[src/rtl/sr_pkg.sv]
// Shared encodings for the SR bank driver: FSM states and the {s,r} command
// values understood by the SR flop cells.
package sr_pkg;

   typedef enum logic [1:0] {
      IDLE = 2'd0,
      SCAN = 2'd1,
      DONE = 2'd2
   } state_t;

   // {s,r} as decoded by the flop cell; ILLEGAL is listed only to name it.
   localparam logic [1:0] HOLD    = 2'b00;
   localparam logic [1:0] RST     = 2'b01;
   localparam logic [1:0] SET     = 2'b10;
   localparam logic [1:0] ILLEGAL = 2'b11;

   typedef struct packed {
      logic s;
      logic r;
   } sr_cmd_t;

endpackage

[src/rtl/sr_cmd_select.sv]
// Per-channel command picker: drive the bank bit toward the target bit.
// Only HOLD, SET or RST can come out; ILLEGAL is unreachable by construction.
module sr_cmd_select
   import sr_pkg::*;
(
   input  logic       tgt,
   input  logic       shd,
   output logic [1:0] cmd
);

   always_comb begin
      cmd = HOLD;
      if (tgt && !shd)
         cmd = SET;
      else if (!tgt && shd)
         cmd = RST;
   end

endmodule

[src/rtl/sr_bank_driver.sv]
// Walks a latched target pattern one channel per cycle, issuing registered
// S/R pulses to an SR flop bank and tracking its state in a shadow register.
// Optional readback compare in DONE is enabled with SRDRV_READBACK_EN.
module sr_bank_driver
   import sr_pkg::*;
#(
   parameter int WIDTH = 8
) (
   input  logic             clk,
   input  logic             reset,
   input  logic             tgt_valid,
   input  logic [WIDTH-1:0] tgt_data,
   output logic             tgt_ready,
   output logic [WIDTH-1:0] s,
   output logic [WIDTH-1:0] r,
   output logic             busy,
   output logic             done,
   output logic [WIDTH-1:0] shadow,
   input  logic [WIDTH-1:0] q_fb,
   output logic             mismatch
);

   localparam int IW = (WIDTH > 1) ? $clog2(WIDTH) : 1;
   localparam logic [IW-1:0] LAST = IW'(WIDTH - 1);

   state_t                     state, nxt;
   logic [IW-1:0]              idx;
   logic [WIDTH-1:0]           tgt_q;
   logic [WIDTH-1:0][1:0]      cmd;
   sr_cmd_t                    cur;
   logic [WIDTH-1:0]           sel;

   for (genvar g = 0; g < WIDTH; g++) begin : g_sel
      sr_cmd_select u_sel (
         .tgt (tgt_q[g]),
         .shd (shadow[g]),
         .cmd (cmd[g])
      );
   end

   assign cur = sr_cmd_t'(cmd[idx]);
   assign sel = WIDTH'(1) << idx;

   assign tgt_ready = (state == IDLE);
   assign busy      = (state == SCAN) || (state == DONE);

   always_comb begin
      nxt = state;
      case (state)
         IDLE:    if (tgt_valid) nxt = SCAN;
         SCAN:    if (idx == LAST) nxt = DONE;
         DONE:    nxt = IDLE;
         default: nxt = IDLE;
      endcase
   end

   always_ff @(posedge clk or posedge reset) begin
      if (reset) begin
         state  <= IDLE;
         idx    <= '0;
         tgt_q  <= '0;
         s      <= '0;
         r      <= '0;
         shadow <= '0;
         done   <= 1'b0;
      end else begin
         state <= nxt;
         s     <= '0;
         r     <= '0;
         done  <= 1'b0;
         case (state)
            IDLE: begin
               if (tgt_valid) begin
                  tgt_q <= tgt_data;
                  idx   <= '0;
               end
            end
            SCAN: begin
               // sel is one-hot, so at most one channel pulses per cycle
               s      <= cur.s ? sel : '0;
               r      <= cur.r ? sel : '0;
               shadow <= (shadow | (cur.s ? sel : '0)) & ~(cur.r ? sel : '0);
               if (idx != LAST)
                  idx <= idx + IW'(1);
            end
            DONE:    done <= 1'b1;
            default: ;
         endcase
      end
   end

`ifdef SRDRV_READBACK_EN
   always_ff @(posedge clk or posedge reset) begin
      if (reset)
         mismatch <= 1'b0;
      else if (state == DONE && q_fb != shadow)
         mismatch <= 1'b1;
   end
`else
   logic unused_qfb;
   assign unused_qfb = ^q_fb;
   assign mismatch   = 1'b0;
`endif

endmodule

[config.mk]
export PLATFORM = sky130hd
export DESIGN_NAME = sr_bank_driver
export DESIGN_NICKNAME = d
export VERILOG_FILES = /design/src/rtl/sr_pkg.sv /design/src/rtl/sr_cmd_select.sv /design/src/rtl/sr_bank_driver.sv
export SDC_FILE = /design/constraint.sdc
export NUM_CORES = 1
export LEC_CHECK = 0
export CAP_MARGIN = 10
export CORE_MARGIN = 4
export CORE_UTILIZATION = 44
export CTS_BUF_LIST = sky130_fd_sc_hd__clkbuf_8 sky130_fd_sc_hd__clkbuf_16
export DETAILED_ROUTE_END_ITERATION = 12
export PLACE_DENSITY = 0.76
export RECOVER_POWER = 25
export SYNTH_ARGS = -nofsm -noshare
export SYNTH_HDL_FRONTEND = slang
export SYNTH_SLANG_ARGS = --single-unit
[constraint.sdc]
create_clock -name clk -period 1.7 [get_ports clk]
set_input_delay 0.255 -clock clk [delete_from_list [all_inputs] [get_ports clk]]
set_output_delay 0.255 -clock clk [all_outputs]
set_load 0.02 [all_outputs]
# == Word-level counts from Yosys, hierarchy flattened ==
# Index checks and enable logic that the tools add are counted.
# classes
n_addsub,1
magnitude_cmp,1
eq_ne,7
shifts,1
muxes,29
n_bitwise,3
n_reduce_logical,38
# op_table
op,n
2-to-1 mux 8 bit,4
2-to-1 mux 2 bit,11
logical AND 1 bit,16
zero test 1 bit,16
2-to-1 mux 1 bit,9
bitwise AND 8 bit,1
NOT 8 bit,1
bitwise OR 8 bit,1
<< shifter 1 x 3 -> 8 bit (first input constant),1
binary-select mux 2 bit (select 3 bit),1
2-to-1 mux 3 bit,2
one-hot mux 3 bit (2 select lines),1
less-than comparator 3 x 4 -> 1 bit (second input constant),1
!= test 2 x 1 -> 1 bit (second input constant),2
one-hot mux 2 bit (2 select lines),1
AND reduction 2 bit,2
adder 3 x 1 -> 3 bit (second input constant),1
== test 3 bit (second input constant),1
!= test 3 bit (second input constant),1
AND reduction 3 bit,1
== test 2 x 1 -> 1 bit (second input constant),1
== test 2 bit (second input constant),1
zero test 2 bit,1
!= test 2 bit (second input constant),1
other kinds (2),2
# word_totals
reg_bits,38
in_bits,19
wordCells,87

# == Logic depth before layout (Yosys ltp) ==
# logic_depth
depth_word,9
ltp_mapped,7
ltp_nobuf,6

# == Cells and area by module ==
# From an unflattened synthesis, not the netlist that was laid out.
# hier_totals
cells_unflattened,144
hier_area_um2,1818.0
# by_module_without_submodules
module,n_inst,cells_each,area_each_um2,seq_area_each_um2
sr_bank_driver,1,128,1697.9,950.9
sr_cmd_select,8,2,15.0,0.0

# == Worst setup path before layout ==
# No wires, ideal clock.
# synth_timing
path_kind,reg2reg
startpoint,register state[0]
endpoint,register idx[0]
setup_ns,0.121
t_arrival_ns,1.598
required_time_ns,1.579
path_slack_ns,-0.019
path_stages_with_launch,7
n_path_buf,0
path_cell_list,dfrtp_1 inv_1 ha_1 nor2b_1 nor2_1 mux2_2 a22o_1
# synth_via
elab_chain_len,3
# synth_lines
item,line,text
"start, declared",sr_bank_driver.sv:26,"state_t state, nxt;"
"start signal, assigned",sr_bank_driver.sv:67,state <= nxt;
zero test 2 bit *,n/a,
net tgt_ready,sr_bank_driver.sv:13,"output logic tgt_ready,"
!= test 2 bit (no source line) / nonzero test 2 bit (equally long branches),n/a,
AND reduction 3 bit (no source line),n/a,
"end signal, assigned",sr_bank_driver.sv:84,idx <= idx + IW'(1);
"end, declared",sr_bank_driver.sv:27,logic [IW-1:0] idx;
# Mark *: on every way through the listed nets, which the timed path passes. The rest lies on a longest branch.
# A chain may end at the register's enable or synchronous reset.

# == Worst setup path in the final report ==
# layout_timing
startpoint,register tgt_q[0]
endpoint,register shadow[3]
# layout_via
elab_chain_len,9
# layout_lines
item,line,text
"start, declared",sr_bank_driver.sv:28,logic [WIDTH-1:0] tgt_q;
"start signal, assigned",sr_bank_driver.sv:74,tgt_q <= tgt_data;
zero test 1 bit,sr_cmd_select.sv:15,else if (!tgt && shd)
logical AND 1 bit,sr_cmd_select.sv:15,
2-to-1 mux 1 bit,sr_cmd_select.sv:15,
2-to-1 mux 2 bit *,sr_cmd_select.sv:13,if (tgt && !shd)
binary-select mux 2 bit (select 3 bit) *,sr_bank_driver.sv:41,assign cur = sr_cmd_t'(cmd[idx]);
2-to-1 mux 2 bit (implied by the code) *,sr_bank_driver.sv:41,
2-to-1 mux 8 bit,sr_bank_driver.sv:82,shadow <= (shadow | (cur.s ? sel : '0)) & ~(cur.r ? sel : '0);
NOT 8 bit,sr_bank_driver.sv:82,
bitwise AND 8 bit *,sr_bank_driver.sv:82,
"end signal, assigned",sr_bank_driver.sv:82,
"end, declared",sr_bank_driver.sv:18,"output logic [WIDTH-1:0] shadow,"
# Every way passes the cells marked *; elsewhere a longest branch is shown, timed or not. The select of a mux whose other input is x is not followed.

==> summary.md <==
| Metric | Value |
|---|---|
| Area taken by flip-flops and latches | ~950 um^2 |
| Worst Path Required | around 1900 ps |
| Number of nets produced by synthesis | 179 |
| Flop2flop setup slack | -20 ps |
| Max_slew headroom | 0.399 |
| Number of cells traversed by the worst hold path | 1 |
| Port Buf Inserts | 37 |
| Fin crit period | ~1700 ps |
| Via density | slightly above 5 |
| Final instance area | roughly 2600 um^2 |
| Worst Setup Slack, final | -15.7 ps |
| Final ANT Viol Nets | 0 |
| Final hold viol count | 0 |
| Die width | 73.2 um |
| Count of unique library cells instantiated by Yosys | 28 |
| Post-synthesis async set-or-reset flop share | 1.00 |
| Post-synthesis sequential area ratio | 0.508 |
| Leading area contributor after synthesis | dfrtp_1 |
| Routed wire length | ~3900 um |
| Final weighted congestion in routability-driven placement | between 0.7 and 0.8 |
| Worst VDD drop | 0.00105 V |
| Maximum fanout along the worst path | 3 |
| Number of core rows | 23 |
| Post-DR wirelength/cell | approximately 15 um |
| Die area | 5360 um^2 |
| Initial antenna violation count | 0 |
| Buffer depth of the longest clock path | 2 |
| Instance area after placement | between 2000 and 2500 um^2 |
| Placed cell count | around 230 |
| CP delay by family, top | multiplexers |
| Area used by multi-input combinational logic | between 900 and 1000 um^2 |
| NumNets Final | approximately 230 |
| Maximum single-stage delay on the critical path | ~530 ps |
| Height of the chip | roughly 73 um |
| Total of flip-flops plus latches after synthesis | 38 |
| DRC violations left | 0 |
| Number of buffers added by the clock tree synthesis step | 5 |
| Result of the run | complete, but fails checks |
| Clk Tree Root Cell | clkbuf_8 |
| Syn_area_per_cell | roughly 13 um^2 |
| Transition time at the pin with the least slew margin | 901 ps |
| Core Area | 4060 um^2 |
| Final count of pins violating max slew | 0 |
| Total of endpoints with negative setup slack in the final report | 1 |
| Portion of synthesized cell area occupied by the leading cell type | 0.508 |
| CP Buf/Inv Count | 0 |
| Layout fillers | 299 |
| Sequence of cells on the critical path | nand2b_1, mux4_2, mux2_4, o22a_1 |
| CTS tree | built |
| Static Leakage | 1.16 nW |
| Total Power Consumption | 4.55 mW |
| Startpoint of the most critical register-to-register path | tgt_q[0]$_DFFE_PP0P_ |
| Largest net degree at the start of global routing | 39 |
| Most instantiated library cell after synthesis | dfrtp_1 |
| Number of H-tree levels | 2 |
| Pre-Repair DR Iteration Count | 4 |
| Top post-synthesis cells by area | dfrtp_1, ha_1, mux2_2 |
| Launch instance of the worst min-delay path | tgt_q[6]$_DFFE_PP0P_ |
| Clock slew at the register clock pins of the worst setup and hold paths | about 80 ps |
| Count of synthesis-stage warnings from yosys | 0 |
| Vias in the first global route | around 1300 |
| Ant. Diodes | 0 |
| Element type at the critical path end | register |
| Ratio of total power to cell area | roughly 1800 nW/um^2 |
| Worst min-delay path class | register to register |
| Synthesis-to-layout area growth | 38.2% |
| Number of cells produced by synthesis | 149 |
| DRC violation total after the first TritonRoute iteration | 69 |
| RR Endpoint | shadow[3]$_DFFE_PP0N_ |
| CP max stage cell | mux4_2 |
| Global-route total usage across every layer | 0.155 |
| First-pass GRT wire length | 6350 um |
| Number of synthesized flops with an enable pin | 0 |
| Effective utilization at floorplan | 0.462 |
| Hold-fix buffer count after cts | 0 |
| Fin crit share | 1.01 |
| Critical path class | register to register |
| Reported max-cap violation count | 0 |
| Violations in the final reports | negative setup slack |
| Final Non-Filler Cells | 250 |
| I/O pin count | between 40 and 50 |
| Final clock skew | 5.93 ps |
| Clock network latency to the later pin of the worst-skew pair | between 200 and 300 ps |
| Placed wire-length estimate after detailed placement | 2760 um |
| Summed instance area of the synthesized netlist | about 1900 um^2 |
| Cells on worst reg2reg path | 4 |
| Routed vias | ~1300 |
| Primary FF master, synth | dfrtp_1 |
| Maximum operating frequency | a little under 600 MHz |
| Share of cells above drive strength 1 | 0.310 |
| Arrival time of data at the critical path endpoint | 1900 ps |
| Commonest cells post-synth | dfrtp_1, nand2b_1, ha_1, mux2_2, buf_4 |
| Clock tree sinks | 38 |
| Sort of element at the start of the critical path | register |
| End of the worst hold path | tgt_q[6]$_DFFE_PP0P_ |
| Overall overflow remaining after global route | 0 |
| Setup repair after global routing missed its margin | yes |
[worst max-delay path by stage]
stage,start,endpoint,depth (start not counted)
6_report,tgt_q[0]$_DFFE_PP0P_,shadow[3]$_DFFE_PP0N_,4
5_1_grt,idx[0]$_DFFE_PP0P_,shadow[3]$_DFFE_PP0N_,4
4_1_cts,idx[0]$_DFFE_PP0P_,shadow[3]$_DFFE_PP0N_,4
3_5_place_dp,idx[0]$_DFFE_PP0P_,shadow[3]$_DFFE_PP0N_,4
3_3_place_gp,idx[0]$_DFFE_PP0P_,shadow[3]$_DFFE_PP0N_,4
2_1_floorplan,idx[0]$_DFFE_PP0P_,shadow[3]$_DFFE_PP0N_,4
[state kept, by name, indices dropped and copies added (netlist names)]
register,cells
idx,3
shadow,8
s,8
tgt_q,8
state,2
r,8
done,1
[worst reg2reg max path: stages (launching register included)]
cell and delay [ps]:
dfrtp_1 420, nand2b_1 170, mux4_2 530, mux2_4 300
o22a_1 190
[metal layers]
metal,track usage,part of all wire
met1,0.202,0.41
met5,0,0
met2,0.254,0.51
met4,0.0410,0.010
met3,0.0413,0.064
[final cells by class]
type / instances / area share
flip-flops and latches: 38 / 0.367
repair buffers: 54 / 0.193
clock buffers: 5 / 0.0266
well taps: 50 / 0.0242
multi-input cells: 93 / 0.351
inverters: 7 / 0.0111
clock inverters: 3 / 0.0266
[cell families after synthesis]
| logic type | synth area share |
|---|---|
| muxes | 0.114 |
| DFF | 0.508 |
| adders and majority gates | 0.0735 |
| buffers and inverters | 0.0541 |
| AOI/OAI and AO/OA | 0.0955 |
| and+or+nand+nor | 0.154 |
| other | 0.00200 |
[cells in the final DEF (no fill, tap or decap), types with 5 or more instances in the layout]
cell type,instances
dfrtp_1,38
clkdlybuf4s50_1,31
buf_4,16
nand2b_1,15
mux2_2,9
ha_1,9
and2_1,7
nor3b_2,6
inv_1,5
nand2_1,5
clkbuf_8,5
[stage by stage]
stage | setup TNS, ps | worst slack, ps | util | hold WS, ps
finish | -15.7 | -15.7 | 0.638 | 528
global route | -338 | -64.7 | 0.638 | 554
CTS | 0 | 4.83 | 0.610 | 380
detailed placement | -12.0 | -12.0 | 0.567 | 515
global placement | 0 | 13.3 | 0.567 | 494
floorplan | 0 | 49.7 | - | 406
[power by group]
part           leakage, nW  total, mW  switching [mW]  internal (mW)
clock               0.0683      0.909           0.321          0.588
combinational        0.589       2.22            1.08           1.15
sequential           0.498       1.42           0.249           1.17
[repair_timing]
item                                    CTS  global route
endpoints found under the setup margin    7            22
pin swaps                                 0             6
setup buffers                             3             5
gates resized for setup                   5            18
No activity file was read; power rests on OpenSTA's default activity.
